--- src/rtl/daq_pkg.sv ---
// Shared types and helpers for the DAQ packetizer.
// PKT_CHECKSUM_EN (optional macro) adds a trailing checksum word to every packet.
package daq_pkg;

   typedef enum logic [2:0] {
      ST_IDLE,
      ST_HDR,
      ST_SEQ,
      ST_CH,
      ST_CSUM
   } state_e;

   localparam logic [15:0] HEADER_DEFAULT = 16'hA55A;

   function automatic int pkt_bytes(input int num_ch);
`ifdef PKT_CHECKSUM_EN
      return 2 * (num_ch + 3);
`else
      return 2 * (num_ch + 2);
`endif
   endfunction

endpackage

--- src/rtl/daq_packetizer_if.sv ---
// Word strobe and host FIFO read port of the DAQ packetizer.
interface daq_packetizer_if;
   logic [15:0] db_o;
   logic        rdreq_o;
   logic        wrclk_o;
   logic        fifo_out_req;
   logic        fifo_out_empty;
   logic [7:0]  fifo_out_data;

   modport master (
      output db_o, rdreq_o, wrclk_o, fifo_out_empty, fifo_out_data,
      input  fifo_out_req
   );

   modport slave (
      input  db_o, rdreq_o, wrclk_o, fifo_out_empty, fifo_out_data,
      output fifo_out_req
   );
endinterface

--- src/rtl/daq_byte_fifo.sv ---
// Single-clock byte FIFO with registered read data; DEPTH must be a power of 2.
module daq_byte_fifo #(
   parameter int DEPTH = 64,
   parameter int CW    = $clog2(DEPTH) + 1
) (
   input  logic          clk_i,
   input  logic          reset_i,
   input  logic          wr_en_i,
   input  logic [7:0]    wr_data_i,
   input  logic          rd_en_i,
   output logic [7:0]    rd_data_o,
   output logic [CW-1:0] count_o,
   output logic          empty_o,
   output logic          full_o
);
   localparam int AW = $clog2(DEPTH);

   logic [7:0]    mem_q [DEPTH];
   logic [AW-1:0] wr_ptr_q, wr_ptr_d, rd_ptr_q, rd_ptr_d;
   logic [CW-1:0] count_q, count_d;
   logic [7:0]    data_q, data_d;
   logic          empty_q, empty_d;
   logic          push, pop;

   always_comb begin
      pop      = rd_en_i && !empty_q;
      push     = wr_en_i;
      wr_ptr_d = push ? wr_ptr_q + 1'b1 : wr_ptr_q;
      rd_ptr_d = pop ? rd_ptr_q + 1'b1 : rd_ptr_q;
      data_d   = pop ? mem_q[rd_ptr_q] : data_q;
      count_d  = count_q;
      if (push && !pop)
         count_d = count_q + 1'b1;
      else if (pop && !push)
         count_d = count_q - 1'b1;
      empty_d  = (count_d == '0);
   end

   always_ff @(posedge clk_i or negedge reset_i) begin
      if (!reset_i) begin
         wr_ptr_q <= '0;
         rd_ptr_q <= '0;
         count_q  <= '0;
         data_q   <= '0;
         empty_q  <= 1'b1;
      end else begin
         wr_ptr_q <= wr_ptr_d;
         rd_ptr_q <= rd_ptr_d;
         count_q  <= count_d;
         data_q   <= data_d;
         empty_q  <= empty_d;
      end
   end

   // Storage carries no reset; only pointers/count decide what is valid.
   always_ff @(posedge clk_i) begin
      if (push)
         mem_q[wr_ptr_q] <= wr_data_i;
   end

   assign rd_data_o = data_q;
   assign count_o   = count_q;
   assign empty_o   = empty_q;
   assign full_o    = (count_q == CW'(DEPTH));
endmodule

--- src/rtl/daq_packetizer.sv ---
// DAQ framer: period timer, packet FSM and output byte FIFO.
// Define PKT_CHECKSUM_EN to append a wrap-around sum word to each packet.
module daq_packetizer
   import daq_pkg::*;
#(
   parameter int          BASE_PERIOD = 200,
   parameter int          NUM_CH      = 8,
   parameter logic [15:0] HEADER      = HEADER_DEFAULT,
   parameter int          FIFO_DEPTH  = 64
) (
   input  logic             clk_i,
   input  logic             reset_i,
   input  logic [2:0]       os_sel_i,
   input  logic             en_i,
   daq_packetizer_if.master bus
);
   localparam int         TW        = 24;
   localparam int         CW        = $clog2(FIFO_DEPTH) + 1;
   localparam int         PKT_BYTES = pkt_bytes(NUM_CH);
   localparam logic [7:0] LAST_CH   = 8'(NUM_CH - 1);

   logic [TW-1:0] timer_q, timer_d, period_q, period_d, period_sel, period_eff;
   logic          run, tick;
   state_e        state_q, state_d;
   logic          phase_q, phase_d;
   logic [7:0]    ch_q, ch_d;
   logic [15:0]   seq_q, seq_d, frame_seq_q, frame_seq_d, word;
   logic [CW-1:0] fifo_count;
   logic          fifo_full, space_ok, wr_en;
`ifdef PKT_CHECKSUM_EN
   logic [15:0]   csum_q, csum_d;
`endif

   // A period is picked up fresh whenever the timer sits at zero, i.e. after each tick.
   always_comb begin
      run        = en_i && (os_sel_i != 3'd7);
      period_sel = TW'(BASE_PERIOD) << os_sel_i;
      period_eff = (timer_q == '0) ? period_sel : period_q;
      tick       = run && (timer_q == period_eff - 1'b1);
      period_d   = period_eff;
      timer_d    = (!run || tick) ? '0 : timer_q + 1'b1;
      seq_d      = tick ? seq_q + 16'd1 : seq_q;
      space_ok   = (FIFO_DEPTH - int'(fifo_count)) >= PKT_BYTES;
   end

   always_comb begin
      word = 16'h0000;
      case (state_q)
         ST_HDR:  word = HEADER;
         ST_SEQ:  word = frame_seq_q;
         ST_CH:   word = {ch_q[2:0], frame_seq_q[12:0]};
`ifdef PKT_CHECKSUM_EN
         ST_CSUM: word = csum_q;
`endif
         default: word = 16'h0000;
      endcase
   end

   always_comb begin
      state_d     = state_q;
      phase_d     = phase_q;
      ch_d        = ch_q;
      frame_seq_d = frame_seq_q;
`ifdef PKT_CHECKSUM_EN
      csum_d      = csum_q;
      if (state_q != ST_IDLE && state_q != ST_CSUM && phase_q)
         csum_d = csum_q + word;
`endif
      case (state_q)
         ST_IDLE: begin
            if (tick && space_ok) begin
               state_d     = ST_HDR;
               phase_d     = 1'b0;
               frame_seq_d = seq_q;
`ifdef PKT_CHECKSUM_EN
               csum_d      = '0;
`endif
            end
         end
         default: begin
            phase_d = ~phase_q;
            if (phase_q) begin
               case (state_q)
                  ST_HDR: state_d = ST_SEQ;
                  ST_SEQ: begin
                     state_d = ST_CH;
                     ch_d    = '0;
                  end
                  ST_CH: begin
                     if (ch_q == LAST_CH)
`ifdef PKT_CHECKSUM_EN
                        state_d = ST_CSUM;
`else
                        state_d = ST_IDLE;
`endif
                     else
                        ch_d = ch_q + 8'd1;
                  end
                  default: state_d = ST_IDLE;
               endcase
            end
         end
      endcase
   end

   always_ff @(posedge clk_i or negedge reset_i) begin
      if (!reset_i) begin
         timer_q     <= '0;
         period_q    <= TW'(BASE_PERIOD);
         seq_q       <= '0;
         state_q     <= ST_IDLE;
         phase_q     <= 1'b0;
         ch_q        <= '0;
         frame_seq_q <= '0;
`ifdef PKT_CHECKSUM_EN
         csum_q      <= '0;
`endif
      end else begin
         timer_q     <= timer_d;
         period_q    <= period_d;
         seq_q       <= seq_d;
         state_q     <= state_d;
         phase_q     <= phase_d;
         ch_q        <= ch_d;
         frame_seq_q <= frame_seq_d;
`ifdef PKT_CHECKSUM_EN
         csum_q      <= csum_d;
`endif
      end
   end

   // Phase A carries the high byte, phase B the low byte.
   assign bus.db_o    = word;
   assign bus.rdreq_o = (state_q != ST_IDLE) && !phase_q;
   assign bus.wrclk_o = (state_q != ST_IDLE);
   assign wr_en       = (state_q != ST_IDLE) && !fifo_full;

   daq_byte_fifo #(.DEPTH(FIFO_DEPTH)) u_fifo (
      .clk_i     (clk_i),
      .reset_i   (reset_i),
      .wr_en_i   (wr_en),
      .wr_data_i (phase_q ? word[7:0] : word[15:8]),
      .rd_en_i   (bus.fifo_out_req),
      .rd_data_o (bus.fifo_out_data),
      .count_o   (fifo_count),
      .empty_o   (bus.fifo_out_empty),
      .full_o    (fifo_full)
   );
endmodule

--- src/flat_wrapper.sv ---
// flat-port wrapper written by rule: the top's interface ports become plain ports
module daq_packetizer_flat import daq_pkg::*;
#(
   parameter int          BASE_PERIOD = 200,
   parameter int          NUM_CH      = 8,
   parameter logic [15:0] HEADER      = HEADER_DEFAULT,
   parameter int          FIFO_DEPTH  = 64
)
  (clk_i, reset_i, os_sel_i, en_i, bus_db_o, bus_rdreq_o, bus_wrclk_o, bus_fifo_out_empty, bus_fifo_out_data, bus_fifo_out_req);
  daq_packetizer_if bus_i ();
  input  logic clk_i;
  input  logic reset_i;
  input  logic [2:0] os_sel_i;
  input  logic en_i;
  output wire logic [$bits(bus_i.db_o)-1:0] bus_db_o;
  output wire logic [$bits(bus_i.rdreq_o)-1:0] bus_rdreq_o;
  output wire logic [$bits(bus_i.wrclk_o)-1:0] bus_wrclk_o;
  output wire logic [$bits(bus_i.fifo_out_empty)-1:0] bus_fifo_out_empty;
  output wire logic [$bits(bus_i.fifo_out_data)-1:0] bus_fifo_out_data;
  input wire logic [$bits(bus_i.fifo_out_req)-1:0] bus_fifo_out_req;
  assign bus_db_o = bus_i.db_o;
  assign bus_rdreq_o = bus_i.rdreq_o;
  assign bus_wrclk_o = bus_i.wrclk_o;
  assign bus_fifo_out_empty = bus_i.fifo_out_empty;
  assign bus_fifo_out_data = bus_i.fifo_out_data;
  assign bus_i.fifo_out_req = bus_fifo_out_req;
  daq_packetizer #(.BASE_PERIOD(BASE_PERIOD), .NUM_CH(NUM_CH), .HEADER(HEADER), .FIFO_DEPTH(FIFO_DEPTH)) u_core (.clk_i(clk_i), .reset_i(reset_i), .os_sel_i(os_sel_i), .en_i(en_i), .bus(bus_i));
endmodule
--- config.mk ---
export PLATFORM = sky130hd
export DESIGN_NAME = daq_packetizer_flat
export DESIGN_NICKNAME = d
export VERILOG_FILES = /design/src/rtl/daq_pkg.sv /design/src/rtl/daq_packetizer_if.sv /design/src/rtl/daq_byte_fifo.sv /design/src/rtl/daq_packetizer.sv /design/src/flat_wrapper.sv
export SDC_FILE = /design/constraint.sdc
export NUM_CORES = 1
export LEC_CHECK = 0
export CAP_MARGIN = 20
export CORE_MARGIN = 4
export CORE_UTILIZATION = 50
export CTS_CLUSTER_DIAMETER = 200
export CTS_CLUSTER_SIZE = 8
export DETAILED_ROUTE_END_ITERATION = 10
export GPL_TIMING_DRIVEN = 0
export PLACE_DENSITY = 0.66
export SYNTH_ARGS = -nofsm -noshare
export SYNTH_HDL_FRONTEND = slang
export SYNTH_SLANG_ARGS = --single-unit
--- constraint.sdc ---
create_clock -name clk_i -period 5.9 [get_ports clk_i]
set_clock_uncertainty 0.05 [all_clocks]
set_input_delay 1.18 -clock clk_i [delete_from_list [all_inputs] [get_ports clk_i]]
set_output_delay 1.18 -clock clk_i [all_outputs]
set_load 0.05 [all_outputs]
# Word level (Yosys, flattened, before mapping)
# Memory sizes are Yosys's and may differ from the RTL's. A register that Yosys moved wholly into a read port is not among the register bits.
# Cells that the tools add are included.
word_totals:
  reg_bits: 112
  ram_bits: 512
  inputBits: 7
  out_inout_bits: 27
  wordCells: 77
  mem_count: 1
memory_table:
  columns: ["memory", "depth", "word_bits", "read_ports", "rd_ports_with_merged_regs", "write_ports", "line_no", "rtl"]
  rows:
  - ["u_core.u_fifo.mem_q", 64, 8, 1, 1, 1, "daq_byte_fifo.sv:18", "logic [7:0] mem_q [DEPTH];"]
classes:
  add_sub_neg: 9
  magnitude_cmp: 1
  eq_ne: 10
  shifts: 1
  mux: 17
  n_bitwise: 2
  n_reduce_logical: 25
ops:
  columns: ["operator", "n"]
  rows:
  - ["24-bit 2-to-1 mux", 2]
  - ["16-bit one-hot mux with 3 select lines", 1]
  - ["32-bit by 6-bit greater-or-equal comparator with 1-bit output, second input constant", 1]
  - ["24-bit by 1-bit adder with 24-bit output, second input constant", 1]
  - ["24-bit equality test", 1]
  - ["24-bit logical NOT", 1]
  - ["8-bit by 3-bit << shifter with 24-bit output, first input constant", 1]
  - ["24-bit by 1-bit subtractor with 24-bit output, second input constant", 1]
  - ["16-bit by 1-bit adder with 16-bit output, second input constant", 1]
  - ["8-bit 2-to-1 mux", 2]
  - ["8-bit one-hot mux with 2 select lines", 1]
  - ["7-bit 2-to-1 mux", 2]
  - ["6-bit by 1-bit adder with 6-bit output, second input constant", 2]
  - ["3-bit 2-to-1 mux", 4]
  - ["3-bit one-hot mux with 3 select lines", 1]
  - ["8-bit by 1-bit adder with 8-bit output, second input constant", 1]
  - ["8-bit by 3-bit equality test with 1-bit output, second input constant", 1]
  - ["1-bit logical AND", 8]
  - ["7-bit by 7-bit subtractor with 8-bit output, first input constant", 1]
  - ["7-bit by 1-bit adder with 7-bit output, second input constant", 1]
  - ["7-bit equality test, second input constant", 1]
  - ["1-bit logical NOT", 7]
  - ["7-bit logical NOT", 1]
  - ["7-bit by 1-bit subtractor with 7-bit output, second input constant", 1]
  - ["other kinds (15)", 21]

# Logic depth before layout (Yosys ltp)
logic_depth:
  word_depth: 8
  mapped_depth: 20
  ltp_nobuf: 16

# By module
# Synthesis repeated with hierarchy kept, for this count alone.
hier_totals:
  hier_cells: 1751
  area_unflattened_um2: 27209.8
modules_own_cells:
  columns: ["module", "instances", "cells_each", "area_per_inst_um2"]
  rows:
  - ["daq_byte_fifo", 1, 1114, 21444.3]
  - ["daq_packetizer", 1, 637, 5765.5]

# Least setup slack after synthesis
# Ideal clock, no wire load.
synth_timing:
  path_kind: "reg-to-reg"
  startpoint: "reg u_core.timer_q[0]"
  endpoint: "reg u_core.frame_seq_q[10]"
  setup_time_ns: 0.125
  arrival_ns: 4.645
  required_ns: 5.725
  setup_slack_ns: 1.080
  path_stages_with_launch: 21
  path_buffers: 4
  period_less_slack_ns: 4.820
  cell_sequence: "dfrtp_1 inv_1 ha_1 nor4b_1 and4_1 buf_4 nand2_4 clkbuf_1 clkbuf_1 nand2_1 ha_1 nor4b_1 nand2_1 a22oi_1 mux2i_1 xor2_1 nor4_1 nand4_4 nor4_4 buf_6 mux2_4"
synth_between:
  elab_chain_len: 7
synth_lines:
  columns: ["element", "line_no", "rtl"]
  rows:
  - ["start, declared", "daq_packetizer.sv:22", "logic [TW-1:0] timer_q, timer_d, period_q, period_d, period_sel, period_eff;"]
  - ["start signal, assigned", "daq_packetizer.sv:119", "timer_q <= timer_d;"]
  - ["24-bit logical NOT", "daq_packetizer.sv:38", "period_eff = (timer_q == '0) ? period_sel : period_q;"]
  - ["24-bit 2-to-1 mux", "daq_packetizer.sv:38", null]
  - ["24-bit by 1-bit subtractor with 24-bit output", "daq_packetizer.sv:39", "tick = run && (timer_q == period_eff - 1'b1);"]
  - ["24-bit equality test (*)", "daq_packetizer.sv:39", null]
  - ["1-bit logical AND (*)", "daq_packetizer.sv:39", null]
  - ["1-bit logical AND (*)", "daq_packetizer.sv:71", "if (tick && space_ok) begin"]
  - ["2-bit AND reduction (no line) (*)", null, null]
  - ["end signal, assigned", "daq_packetizer.sv:125", "frame_seq_q <= frame_seq_d;"]
  - ["end, declared", "daq_packetizer.sv:27", "logic [15:0] seq_q, seq_d, frame_seq_q, frame_seq_d, word;"]
# Mark *: on every way between the ends. The rest lies on a longest branch, timed or not.
# A chain may end at the register's enable or synchronous reset.

# Worst setup path in the final report
layout_timing:
  startpoint: "reg u_core.timer_q[0]"
  endpoint: "reg u_core.frame_seq_q[3]"
# Same word-level chain as after synthesis.

==> metrics.txt <==
Reg2Reg Setup Slack=0.31 ns; vias per std cell=6.055; worst path arrival time=6.04 ns; routed len/inst=25.11 um; Reg power frac=38.0%; largest net degree at the start of global routing=91; Die ar.=57340 um^2; Total Neg Setup Slack=0 ns; Mapped Cells=1580; clock sinks=631; Clock power frac=29.7%; RSZ-0062 raised after global routing=false; Final Cycle Share=94.74%; Avg Inst Size Synth=16.95 um^2; cts hold-fix bufs=0; critical path launch point type=register; sw frac=32.65%; number of flops mapped to enable cells by yosys=512; VDD IR max=0.0002819 V; P&R area growth vs syn=14.69%; Fillers=3921; Crit Path Category=register to register; DRT iter0 DRCs=1650; cells on worst reg2reg path=20; sequential share of the synthesized area=68.53%; drt drc=0; reg-to-reg endpoint=u_core.frame_seq_q[3]; CP top delay family=simple AND/OR/NAND/NOR gates; Worst-path clk slew=0.05 ns; total track usage=21.80%; Chip Width=239.5 um; worst hold path type=input port to async pin; GRT overflow=0; Synth area leaders=edfxtp_1, mux4_2, dfrtp_1, nor2_1, nand2_1; CTS max path bufs=3; core outline area=52760 um^2; Ports=34; Clk Latency, worst-skew pair=0.62 ns; crit path capture type=register; Yosys top cell by area=edfxtp_1; LEAKAGE=10.61 nW; Routed WL=61420 um; combinational share of power=32.3%; Max-Cap Viols=0; initial cell density of the core=50.77%; Post-synth ARST share=18.86%; cell area after synthesis=26790 um^2; share of post-route cells with drive strength above 1=19.34%; vias in the first global route=14640; Initial DRT Pass Iterations=5; PD cells=500.4 nW/um^2; Yosys warnings=0; PortBufs=33; RD Place Congestion=0.8828; Inserted Clock Buffers=88; diode count=0; reg2reg start=u_core.timer_q[0]; antenna violations before repair=0; Final Max Tran Viols=0; Max Freq=178.9 MHz; Final HPWL DP=40180 um; Slew headroom=29.82%; Setup Viol. Count Final=0; CP max stage delay=0.48 ns; Final Hold Viols=0; post-synth net total=1605; placed cell count=2310; Power Total=15.37 mW; P_sw=5.019 mW; most common flop cell mapped by yosys=edfxtp_1; row count=84; critical-path cell list=inv_1, ha_1, nor4b_2, and4_1, buf_4, nand2_4, clkbuf_2, clkbuf_1, nand2_1, ha_1, nand2b_1, or3_4, o21a_1, nor3b_1, o21ai_0, a31oi_1, nand4_4, nor4_4, buf_4, mux2_2; post-synth top area share=57.39%; Root Buffer=clkbuf_16; Critical Path RT=6.35 ns; status=finished clean; total area of sequential cells=18360 um^2; worst slew pin tran=1.053 ns; Final nets=1739; Die Ht=239.5 um; first-pass GRT wire length=92850 um; footprint of the multi-input gates=8077 um^2; crit path buf inv count=5; synth unique cells=76; flops & latches, synth=631; DRT antenna net count=0; Crit-path slowest cell=dfrtp_1; CTS tree=done; CTS H-tree lvls=3; internal cell power=10.36 mW; post-route insts no fill=2446; maximum fanout along the worst path=10; final hold slack=0.3811 ns; min cycle time layout=5.590 ns; via count=14810
how the worst max path moves through the flow:
stage                                 endpoint  slack [ns]         startpoint  depth (start not counted)
floorplan               u_core.frame_seq_q[10]        1.08  u_core.timer_q[0]                         20
global placement    u_core.u_fifo.rd_data_o[0]       -1.29            reset_i                          1
detailed placement       u_core.frame_seq_q[7]       -0.34  u_core.timer_q[0]                         20
CTS                      u_core.frame_seq_q[3]        0.01  u_core.timer_q[0]                         20
global route             u_core.frame_seq_q[3]        0.03  u_core.timer_q[0]                         20
finish                   u_core.frame_seq_q[3]        0.31  u_core.timer_q[0]                         20
layer usage:
metal  up-vias  routed length [um]  part of all wire [%]  GRT usage [%]
met5         -                   0                     0              0
li1       6461                   -                     -              -
met1      7667               26480                    43          32.32
met4         0                1230                   2.0          5.242
met3        91                5042                   8.2          5.320
met2       591               28660                    47          33.25
what timing repair did:
action / in CTS / in global routing
pin swaps: 1 / 0
setup buffers: 2 / 0
gates resized for setup: 2 / 10
endpoints found under the setup margin: 37 / 51
registers in the layout (all words and copies together) (netlist names):
name / flops
u_core.seq_q: 16
u_core.u_fifo.rd_ptr_q: 6
u_core.state_q: 2
u_core.u_fifo.rd_data_o: 8
u_core.period_q: 24
u_core.phase_q: 1
u_core.frame_seq_q: 16
u_core.u_fifo.empty_o: 1
u_core.u_fifo.count_o: 7
u_core.u_fifo.wr_ptr_q: 6
u_core.timer_q: 24
u_core.ch_q: 8
u_core.u_fifo.mem_q: 512
cell usage in the layout, fill, tap and decap left out, types with 24 or more instances in the layout:
cell type	count
buf_1	24
clkbuf_1	89
clkbuf_16	90
clkdlybuf4s50_1	32
dfrtp_1	115
edfxtp_1	512
mux4_2	168
nand2_1	112
nand3_1	29
nor2_1	131
o21ai_0	33
xnor2_1	39
xor2_1	41
power by group through the flow:
stage	registers (mW)	clock network (mW)	logic [mW]
2_1_floorplan	5.98	0	3.08
3_3_place_gp	5.95	0	4.74
3_5_place_dp	5.92	0	4.97
4_1_cts	5.84	4.64	4.98
5_1_grt	5.87	4.86	5.28
6_report	5.84	4.56	4.97
logic make-up after synthesis:
group           Yosys count  share of synthesized area, %
flops                   631                         68.53
simple gates            432                         8.043
mux                     197                         15.46
compound gates          118                         2.919
buf+inv                 103                         1.509
xor+xnor                 81                         2.700
fa+ha+maj                18                        0.8407
Yosys cell counts, drive strengths merged (4+ instances only):
cell type  instances
nor2b              5
and2              19
and3              18
mux2              24
edfxtp           512
dfrtp            115
inv               19
ha                18
a31oi             11
a21o               5
xnor2             39
o21ai             37
nor3              18
xor2              41
or4                9
o211ai             6
nand2            113
nand3             30
nor4              21
or2                6
nand2b            13
a21oi             18
o2111ai            4
mux2i              5
dfstp              4
o31ai              5
or3               12
nand4             14
a22oi              4
nor2             133
buf               31
nand4b             5
nor4b              5
clkbuf            53
mux4             168
area by class of cell:
cell class,instances,area share [%]
sequential,631,59.75
clock buffer,129,7.807
clock inverter,5,0.2606
buffer,84,1.096
multi-input combinational,846,26.29
inverter,19,0.2321
timing repair buffer,44,1.763
tap,688,2.802
metrics by stage:
step                      area [um^2]  setup slack (ns)  util [%]
final                           30720            0.3104     58.23
after global routing            30720           0.02565     58.23
after CTS                       30690           0.01087     58.18
after detailed placement        28190           -0.3418     53.43
after global placement          27980            -1.286     53.03
after floorplan                 26790             1.080         -
Note: power is estimated with default switching activity, not from simulation.
